`src/rtl/multiply_accumulate_unit_if.sv`:
```
`default_nettype none
// ============================================================================
// Module   : multiply_accumulate_unit_if
// Purpose  : request/response bundle between control unit and multiply engine
// Revision : 1.0
// ============================================================================
interface multiply_accumulate_unit_if #(
  parameter int WIDTH = 32
);
  logic                 in_valid;
  logic                 in_ready;
  logic [3:0]           opcode;
  logic [WIDTH-1:0]     a;
  logic [WIDTH-1:0]     b;
  logic [WIDTH-1:0]     c;
  logic [WIDTH-1:0]     d;
  logic                 out_valid;
  logic                 out_ready;
  logic [2*WIDTH-1:0]   result;
  logic [1:0]           flags;
  logic                 illegal;

  modport slave (
    input  in_valid, opcode, a, b, c, d, out_ready,
    output in_ready, out_valid, result, flags, illegal
  );

  modport master (
    output in_valid, opcode, a, b, c, d, out_ready,
    input  in_ready, out_valid, result, flags, illegal
  );
endinterface
`default_nettype wire

```
`src/rtl/multiply_accumulate_unit.sv`:
```
`default_nettype none
// ============================================================================
// Module   : multiply_accumulate_unit
// Purpose  : iterative shift-add mul/mla/umull/umlal/smull/smlal engine;
//            MULTIPLY_ACCUMULATE_UNIT_EARLY_TERMINATE_EN enables early exit
// Revision : 1.0
// ============================================================================
module multiply_accumulate_unit #(
  parameter int WIDTH          = 32,
  parameter int BITS_PER_CYCLE = 1
) (
  input  logic                        clk,
  input  logic                        rst,
  multiply_accumulate_unit_if.slave   bus
);

  localparam int W2    = 2 * WIDTH;
  localparam int STEPS = WIDTH / BITS_PER_CYCLE;
  localparam int CW    = $clog2(STEPS + 1);

  localparam logic [3:0] OP_MUL   = 4'b0000;
  localparam logic [3:0] OP_MLA   = 4'b0001;
  localparam logic [3:0] OP_UMULL = 4'b0100;
  localparam logic [3:0] OP_UMLAL = 4'b0101;
  localparam logic [3:0] OP_SMULL = 4'b0110;
  localparam logic [3:0] OP_SMLAL = 4'b0111;

  typedef enum logic [1:0] {
    S_IDLE = 2'd0,
    S_RUN  = 2'd1,
    S_FIX  = 2'd2,
    S_DONE = 2'd3
  } state_t;

  state_t           state_q, state_d;
  logic [3:0]       op_q, op_d;
  logic             bad_op_q, bad_op_d;
  logic             sign_q, sign_d;
  logic [W2-1:0]    mcand_q, mcand_d;
  logic [WIDTH-1:0] mplier_q, mplier_d;
  logic [WIDTH-1:0] c_q, c_d;
  logic [WIDTH-1:0] d_q, d_d;
  logic [CW-1:0]    count_q, count_d;
  logic [W2-1:0]    sum_q, sum_d;
  logic [W2-1:0]    result_q, result_d;
  logic [1:0]       flags_q, flags_d;
  logic             illegal_q, illegal_d;

  logic             in_legal;
  logic             in_signed;
  logic [WIDTH-1:0] a_mag;
  logic [WIDTH-1:0] b_mag;
  logic [W2-1:0]    addend;
  logic [WIDTH-1:0] mplier_shift;
  logic             early_exit;
  logic [W2-1:0]    fixed_sum;
  logic [W2-1:0]    final_res;
  logic [1:0]       final_flags;

  assign in_legal  = (bus.opcode == OP_MUL)   || (bus.opcode == OP_MLA)   ||
                     (bus.opcode == OP_UMULL) || (bus.opcode == OP_UMLAL) ||
                     (bus.opcode == OP_SMULL) || (bus.opcode == OP_SMLAL);
  assign in_signed = (bus.opcode == OP_SMULL) || (bus.opcode == OP_SMLAL);

  // Two's-complement negate of the most negative value yields its unsigned magnitude.
  assign a_mag = (in_signed && bus.a[WIDTH-1]) ? -bus.a : bus.a;
  assign b_mag = (in_signed && bus.b[WIDTH-1]) ? -bus.b : bus.b;

  always_comb begin
    addend = '0;
    for (int i = 0; i < BITS_PER_CYCLE; i++) begin
      if (mplier_q[i]) begin
        addend = addend + (mcand_q << i);
      end
    end
  end

  assign mplier_shift = mplier_q >> BITS_PER_CYCLE;

`ifdef MULTIPLY_ACCUMULATE_UNIT_EARLY_TERMINATE_EN
  assign early_exit = (mplier_shift == '0);
`else
  assign early_exit = 1'b0;
`endif

  assign fixed_sum = sign_q ? -sum_q : sum_q;

  always_comb begin
    final_res = fixed_sum;
    case (op_q)
      OP_MUL:             final_res = {{WIDTH{1'b0}}, fixed_sum[WIDTH-1:0]};
      OP_MLA:             final_res = {{WIDTH{1'b0}}, fixed_sum[WIDTH-1:0] + c_q};
      OP_UMLAL, OP_SMLAL: final_res = fixed_sum + {c_q, d_q};
      default:            final_res = fixed_sum;
    endcase
    // Long forms have op bit 2 set; short forms judge flags on the low word only.
    if (op_q[2]) begin
      final_flags = {final_res[W2-1], final_res == '0};
    end else begin
      final_flags = {final_res[WIDTH-1], final_res[WIDTH-1:0] == '0};
    end
  end

  always_comb begin
    state_d   = state_q;
    op_d      = op_q;
    bad_op_d  = bad_op_q;
    sign_d    = sign_q;
    mcand_d   = mcand_q;
    mplier_d  = mplier_q;
    c_d       = c_q;
    d_d       = d_q;
    count_d   = count_q;
    sum_d     = sum_q;
    result_d  = result_q;
    flags_d   = flags_q;
    illegal_d = illegal_q;
    case (state_q)
      S_IDLE: begin
        if (bus.in_valid) begin
          op_d     = bus.opcode;
          c_d      = bus.c;
          d_d      = bus.d;
          bad_op_d = !in_legal;
          sign_d   = in_signed && (bus.a[WIDTH-1] ^ bus.b[WIDTH-1]);
          mcand_d  = {{WIDTH{1'b0}}, a_mag};
          mplier_d = b_mag;
          count_d  = CW'(STEPS);
          sum_d    = '0;
          // Illegal requests bypass the datapath but still take one cycle.
          state_d  = in_legal ? S_RUN : S_FIX;
        end
      end
      S_RUN: begin
        sum_d    = sum_q + addend;
        mcand_d  = mcand_q << BITS_PER_CYCLE;
        mplier_d = mplier_shift;
        count_d  = count_q - CW'(1);
        if ((count_q == CW'(1)) || early_exit) begin
          state_d = S_FIX;
        end
      end
      S_FIX: begin
        if (bad_op_q) begin
          result_d  = '0;
          flags_d   = 2'b01;
          illegal_d = 1'b1;
        end else begin
          result_d  = final_res;
          flags_d   = final_flags;
          illegal_d = 1'b0;
        end
        state_d = S_DONE;
      end
      S_DONE: begin
        if (bus.out_ready) begin
          state_d = S_IDLE;
        end
      end
      default: state_d = S_IDLE;
    endcase
  end

  always_ff @(posedge clk) begin
    if (rst) begin
      state_q   <= S_IDLE;
      op_q      <= '0;
      bad_op_q  <= 1'b0;
      sign_q    <= 1'b0;
      mcand_q   <= '0;
      mplier_q  <= '0;
      c_q       <= '0;
      d_q       <= '0;
      count_q   <= '0;
      sum_q     <= '0;
      result_q  <= '0;
      flags_q   <= '0;
      illegal_q <= 1'b0;
    end else begin
      state_q   <= state_d;
      op_q      <= op_d;
      bad_op_q  <= bad_op_d;
      sign_q    <= sign_d;
      mcand_q   <= mcand_d;
      mplier_q  <= mplier_d;
      c_q       <= c_d;
      d_q       <= d_d;
      count_q   <= count_d;
      sum_q     <= sum_d;
      result_q  <= result_d;
      flags_q   <= flags_d;
      illegal_q <= illegal_d;
    end
  end

  assign bus.in_ready  = (state_q == S_IDLE);
  assign bus.out_valid = (state_q == S_DONE);
  assign bus.result    = result_q;
  assign bus.flags     = flags_q;
  assign bus.illegal   = illegal_q;

endmodule
`default_nettype wire
```
`src/flat_wrapper.sv`:
```
// flat-port wrapper written by rule: the top's interface ports become plain ports
module multiply_accumulate_unit_flat 
#(
  parameter int WIDTH          = 32,
  parameter int BITS_PER_CYCLE = 1
)
  (clk, rst, bus_in_valid, bus_opcode, bus_a, bus_b, bus_c, bus_d, bus_out_ready, bus_in_ready, bus_out_valid, bus_result, bus_flags, bus_illegal);
  multiply_accumulate_unit_if #(.WIDTH(WIDTH)) bus_i ();
  input  logic clk;
  input  logic rst;
  input wire logic [$bits(bus_i.in_valid)-1:0] bus_in_valid;
  input wire logic [$bits(bus_i.opcode)-1:0] bus_opcode;
  input wire logic [$bits(bus_i.a)-1:0] bus_a;
  input wire logic [$bits(bus_i.b)-1:0] bus_b;
  input wire logic [$bits(bus_i.c)-1:0] bus_c;
  input wire logic [$bits(bus_i.d)-1:0] bus_d;
  input wire logic [$bits(bus_i.out_ready)-1:0] bus_out_ready;
  output wire logic [$bits(bus_i.in_ready)-1:0] bus_in_ready;
  output wire logic [$bits(bus_i.out_valid)-1:0] bus_out_valid;
  output wire logic [$bits(bus_i.result)-1:0] bus_result;
  output wire logic [$bits(bus_i.flags)-1:0] bus_flags;
  output wire logic [$bits(bus_i.illegal)-1:0] bus_illegal;
  assign bus_i.in_valid = bus_in_valid;
  assign bus_i.opcode = bus_opcode;
  assign bus_i.a = bus_a;
  assign bus_i.b = bus_b;
  assign bus_i.c = bus_c;
  assign bus_i.d = bus_d;
  assign bus_i.out_ready = bus_out_ready;
  assign bus_in_ready = bus_i.in_ready;
  assign bus_out_valid = bus_i.out_valid;
  assign bus_result = bus_i.result;
  assign bus_flags = bus_i.flags;
  assign bus_illegal = bus_i.illegal;
  multiply_accumulate_unit #(.WIDTH(WIDTH), .BITS_PER_CYCLE(BITS_PER_CYCLE)) u_core (.clk(clk), .rst(rst), .bus(bus_i));
endmodule
```
`config.mk`:
```
export PLATFORM = sky130hd
export DESIGN_NAME = multiply_accumulate_unit_flat
export DESIGN_NICKNAME = d
export VERILOG_FILES = /design/src/rtl/multiply_accumulate_unit_if.sv /design/src/rtl/multiply_accumulate_unit.sv /design/src/flat_wrapper.sv
export SDC_FILE = /design/constraint.sdc
export NUM_CORES = 1
export LEC_CHECK = 0
export BUFFER_PORTS_ARGS = -buffer_cell sky130_fd_sc_hd__buf_2
export CELL_PAD_IN_SITES_DETAIL_PLACEMENT = 1
export CELL_PAD_IN_SITES_GLOBAL_PLACEMENT = 2
export CORE_AREA = 2 2 211 316
export CTS_CLUSTER_DIAMETER = 100
export DETAILED_ROUTE_END_ITERATION = 8
export DIE_AREA = 0 0 213 318
export PLACE_DENSITY = 0.94
export SYNTH_ARGS = -nofsm -noshare
export SYNTH_HDL_FRONTEND = slang
export SYNTH_SLANG_ARGS = --single-unit
export TNS_END_PERCENT = 1
```
`constraint.sdc`:
```
create_clock -name clk -period 12.6 [get_ports clk]
set_input_delay 1.26 -clock clk [delete_from_list [all_inputs] [get_ports clk]]
set_output_delay 1.26 -clock clk [all_outputs]
set_load 0.05 [all_outputs]
```
==> impl_metrics.py <==
metrics = {
    "status": {
        "status": "finished, final reports clean",
    },
    "min_path": {
        "min_path_cells": 2,
        "min_to": "u_core.mplier_q[24]$_SDFFE_PP0P_",
        "hp-start": "u_core.mplier_q[24]$_SDFFE_PP0P_",
        "hold_path.class": "register to register",
    },
    "sta": {
        "period_needed_ns": 6.657,
        "maxSlewHeadroom_pct": 20.25,
        "fin_skew_ns": 0.02495,
        "grt_setup_unrepaired": "false",
        "max_slew.worst_pin.slew_ns": 1.184,
        "period_share_pct": 52.83,
        "slew_viol_final": 0,
        "max_freq_ghz": 0.1502,
        "finalSetupTns_ns": 0,
        "whs_ns": 0.4538,
        "finalHoldViolations": 0,
        "setup_violations": 0,
    },
    "pwr": {
        "p_total_uw": 3462,
        "peakVddDrop_mv": 0.1157,
        "leakage_uw": 0.01156,
        "pwr_density_cell_mw_per_mm2": 126.7,
    },
    "critical_path": {
        "cp_slowest_cell": "or3_1",
        "start_kind": "register",
        "crit_fanout": 8,
        "cpMostUsedCell": "a21oi_1",
        "r2r_cells": 20,
        "r2r-end": "u_core.bus.flags[0]$_SDFFE_PP0P_",
        "ff2ff_setup_slack_ns": 5.94,
        "cp_slowest_stage_delay_ns": 0.62,
        "worstSetupEndpointType": "register",
        "path_cells": "nor4_2 -> nand4_1 -> or3_1 -> o31ai_1 -> xor2_1 -> inv_1 -> ha_1 -> a21oi_1 -> o21ai_0 -> a21oi_1 -> o211ai_1 -> a21o_1 -> a31oi_1 -> o31a_1 -> o211ai_1 -> a2111o_1 -> or4_1 -> nor2_1 -> a21oi_1 -> o31ai_2",
        "reg2reg_from": "u_core.sum_q[6]$_SDFFE_PP0P_",
        "path_class": "register to register",
        "required_ns": 13.10,
        "cp.arrival_ns": 7.15,
    },
    "detailed_routing": {
        "wl_um": 94400,
        "antenna_left": 0,
        "drt-initial-drc-count": 1259,
        "drtPass1Iterations": 5,
        "route.detailed.drc": 0,
        "post_drt_wl_per_cell_um": 21.74,
        "vias": 25280,
        "viasPerCell": 5.822,
    },
    "clock_network": {
        "cts_tree": "done",
        "cts-root-buf": "clkbuf_16",
        "clk_pin_slew_ns": 0.06,
        "cts_buffers": 35,
        "ctsResizeCount": 0,
        "cts_max_level": 2,
        "clk_latency_ns": 0.57,
        "cts_hold_buffers": 0,
        "cts_max_path_buffers": 3,
        "cts.sinks": 305,
        "cts_setup_buffers": 0,
    },
    "logic_synthesis": {
        "ys_seq_area_share_pct": 24.98,
        "ys_seq_elements": 305,
        "synth_top_flop_cell": "dfxtp_1",
        "syn-num-nets": 3685,
        "synth_cells": 3361,
        "ys_types": 86,
        "avgSynthCellArea_um2": 7.274,
        "ys_warn_count": 0,
        "async_reset_ff_share_pct": 0,
        "synth-edff-count": 0,
        "synth_area_mm2": 0.02445,
    },
    "global_routing": {
        "grt_pass1_wl_um": 146800,
        "grt_overflow": 0,
        "antenna_found_initial": 3,
        "grt_max_degree": 98,
        "track_usage_pct": 27.62,
        "grt_pass1_vias": 26020,
    },
    "cells_and_area": {
        "syn_to_final_growth_pct": 11.73,
        "n_fill_cell": 8221,
        "drive_gt1_share_pct": 9.463,
        "utilization_pct": 41.90,
        "final_common_cell": "nand2_1",
        "layout_common_cells": "nand2_1 (511), a21oi_1 (372), nor2_1 (320)",
        "num-nets-final": 3770,
        "antennaDiodeCount": 0,
    },
    "placed_design": {
        "dp_hpwl_um": 74520,
        "gp_congestion": 0.9937,
        "numPortBuffers": 204,
    },
    "floorplan": {
        "start_util_pct": 37.51,
        "rows": 115,
        "die_area_mm2": 0.06773,
        "core_mm2": 0.06518,
        "num_io_pins": 205,
        "fp.dieH_um": 318,
        "die_w_um": 213,
    },
    "flow_run": {
        "maxCapViolCount": 0,
    },
}
worst max-delay path, delay by kind of cell, from the launching register on:
family	cells	cell delay, ns
compound gates	12	3.09
simple gates	5	2.27
flops	1	0.39
xor+xnor	1	0.39
fa+ha+maj	1	0.33
buf+inv	1	0.13
flip-flops by register name, summed over array words and instances (netlist names):
name,flops
u_core.mcand_q,64
u_core.bus.result,64
u_core.state_q,2
u_core.bus.illegal,1
u_core.bad_op_q,1
u_core.mplier_q,32
u_core.sign_q,1
u_core.d_q,32
u_core.c_q,32
u_core.sum_q,64
u_core.bus.flags,2
u_core.count_q,6
u_core.op_q,4
power by group:
group          total [uW]  internal (uW)  switching [uW]
Sequential           1200           1070             131
Combinational        1160            326             835
Clock                1100            656             442
final cells by class:
class	count	area [um^2]	area share (%)
clock buffers	44	949.7	3.477
well taps	877	1097	4.017
flip-flops and latches	305	6107	22.36
multi-input cells	2800	17430	63.80
repair buffers	230	1226	4.489
clock inverters	13	229.0	0.8383
inverters	74	277.8	1.017
cells in the mapped netlist (24+ instances only):
cell type | count | area [um^2]
a21oi_1 | 372 | 1862
inv_1 | 73 | 274.0
nand3_1 | 51 | 255.2
dfxtp_1 | 305 | 6106
a21o_1 | 69 | 518.0
nand2b_1 | 29 | 181.4
and2_1 | 77 | 481.7
o31ai_1 | 37 | 277.8
a22oi_1 | 130 | 975.9
xnor2_1 | 155 | 1358
a211oi_1 | 27 | 202.7
nor2_1 | 322 | 1209
nor3_1 | 59 | 295.3
o21ai_0 | 226 | 1131
nor2b_1 | 35 | 219.0
xor2_1 | 86 | 753.2
a31oi_1 | 24 | 150.1
ha_1 | 185 | 2315
clkbuf_1 | 173 | 649.4
nor4_1 | 24 | 150.1
nand4_1 | 41 | 256.5
o21a_1 | 27 | 202.7
nand2_1 | 512 | 1922
kinds of logic (layout without fill, tap and decap cells):
| kind of cell | count (synthesis) | after routing | share of synthesized area (%) |
|---|---|---|---|
| compound gates | 1108 | 1108 | 28.71 |
| xor+xnor | 242 | 242 | 8.731 |
| fa+ha+maj | 188 | 188 | 9.714 |
| buf+inv | 256 | 361 | 3.936 |
| flops | 305 | 305 | 24.98 |
| mux | 8 | 8 | 0.3276 |
| simple gates | 1254 | 1254 | 23.61 |
metrics by stage:
stage / instance area [um^2] / std cells / setup slack, ns
3_5_place_dp: 26140 / 4286 / 5.972
5_1_grt: 27310 / 4343 / 5.580
3_3_place_gp: 26140 / 4286 / 6.008
6_report: 27310 / 4343 / 5.943
2_1_floorplan: 24450 / 3361 / 7.519
4_1_cts: 27310 / 4343 / 5.965
worst max-delay path by stage:
stage | start | end | slack, ns | cells after the start
4_1_cts | u_core.sum_q[6]$_SDFFE_PP0P_ | u_core.bus.flags[0]$_SDFFE_PP0P_ | 5.96 | 20
5_1_grt | u_core.sum_q[6]$_SDFFE_PP0P_ | u_core.bus.flags[0]$_SDFFE_PP0P_ | 5.58 | 20
3_5_place_dp | u_core.sum_q[6]$_SDFFE_PP0P_ | u_core.bus.flags[0]$_SDFFE_PP0P_ | 5.97 | 20
2_1_floorplan | u_core.sum_q[23]$_SDFFE_PP0P_ | u_core.bus.flags[0]$_SDFFE_PP0P_ | 7.52 | 20
6_report | u_core.sum_q[6]$_SDFFE_PP0P_ | u_core.bus.flags[0]$_SDFFE_PP0P_ | 5.94 | 20
3_3_place_gp | u_core.sum_q[6]$_SDFFE_PP0P_ | u_core.bus.flags[0]$_SDFFE_PP0P_ | 6.01 | 20
routing by layer:
metal | part of all wire, % | wire length, um | up-vias | track usage, %
met4 | 7.4 | 6944 | 6 | 17.67
li1 | - | - | 12250 | -
met3 | 4.2 | 3951 | 243 | 3.614
met1 | 40 | 38140 | 12190 | 31.66
met2 | 48 | 45340 | 590 | 47.77
met5 | 0.034 | 32 | - | 0
(Power assumes the default switching activity.)
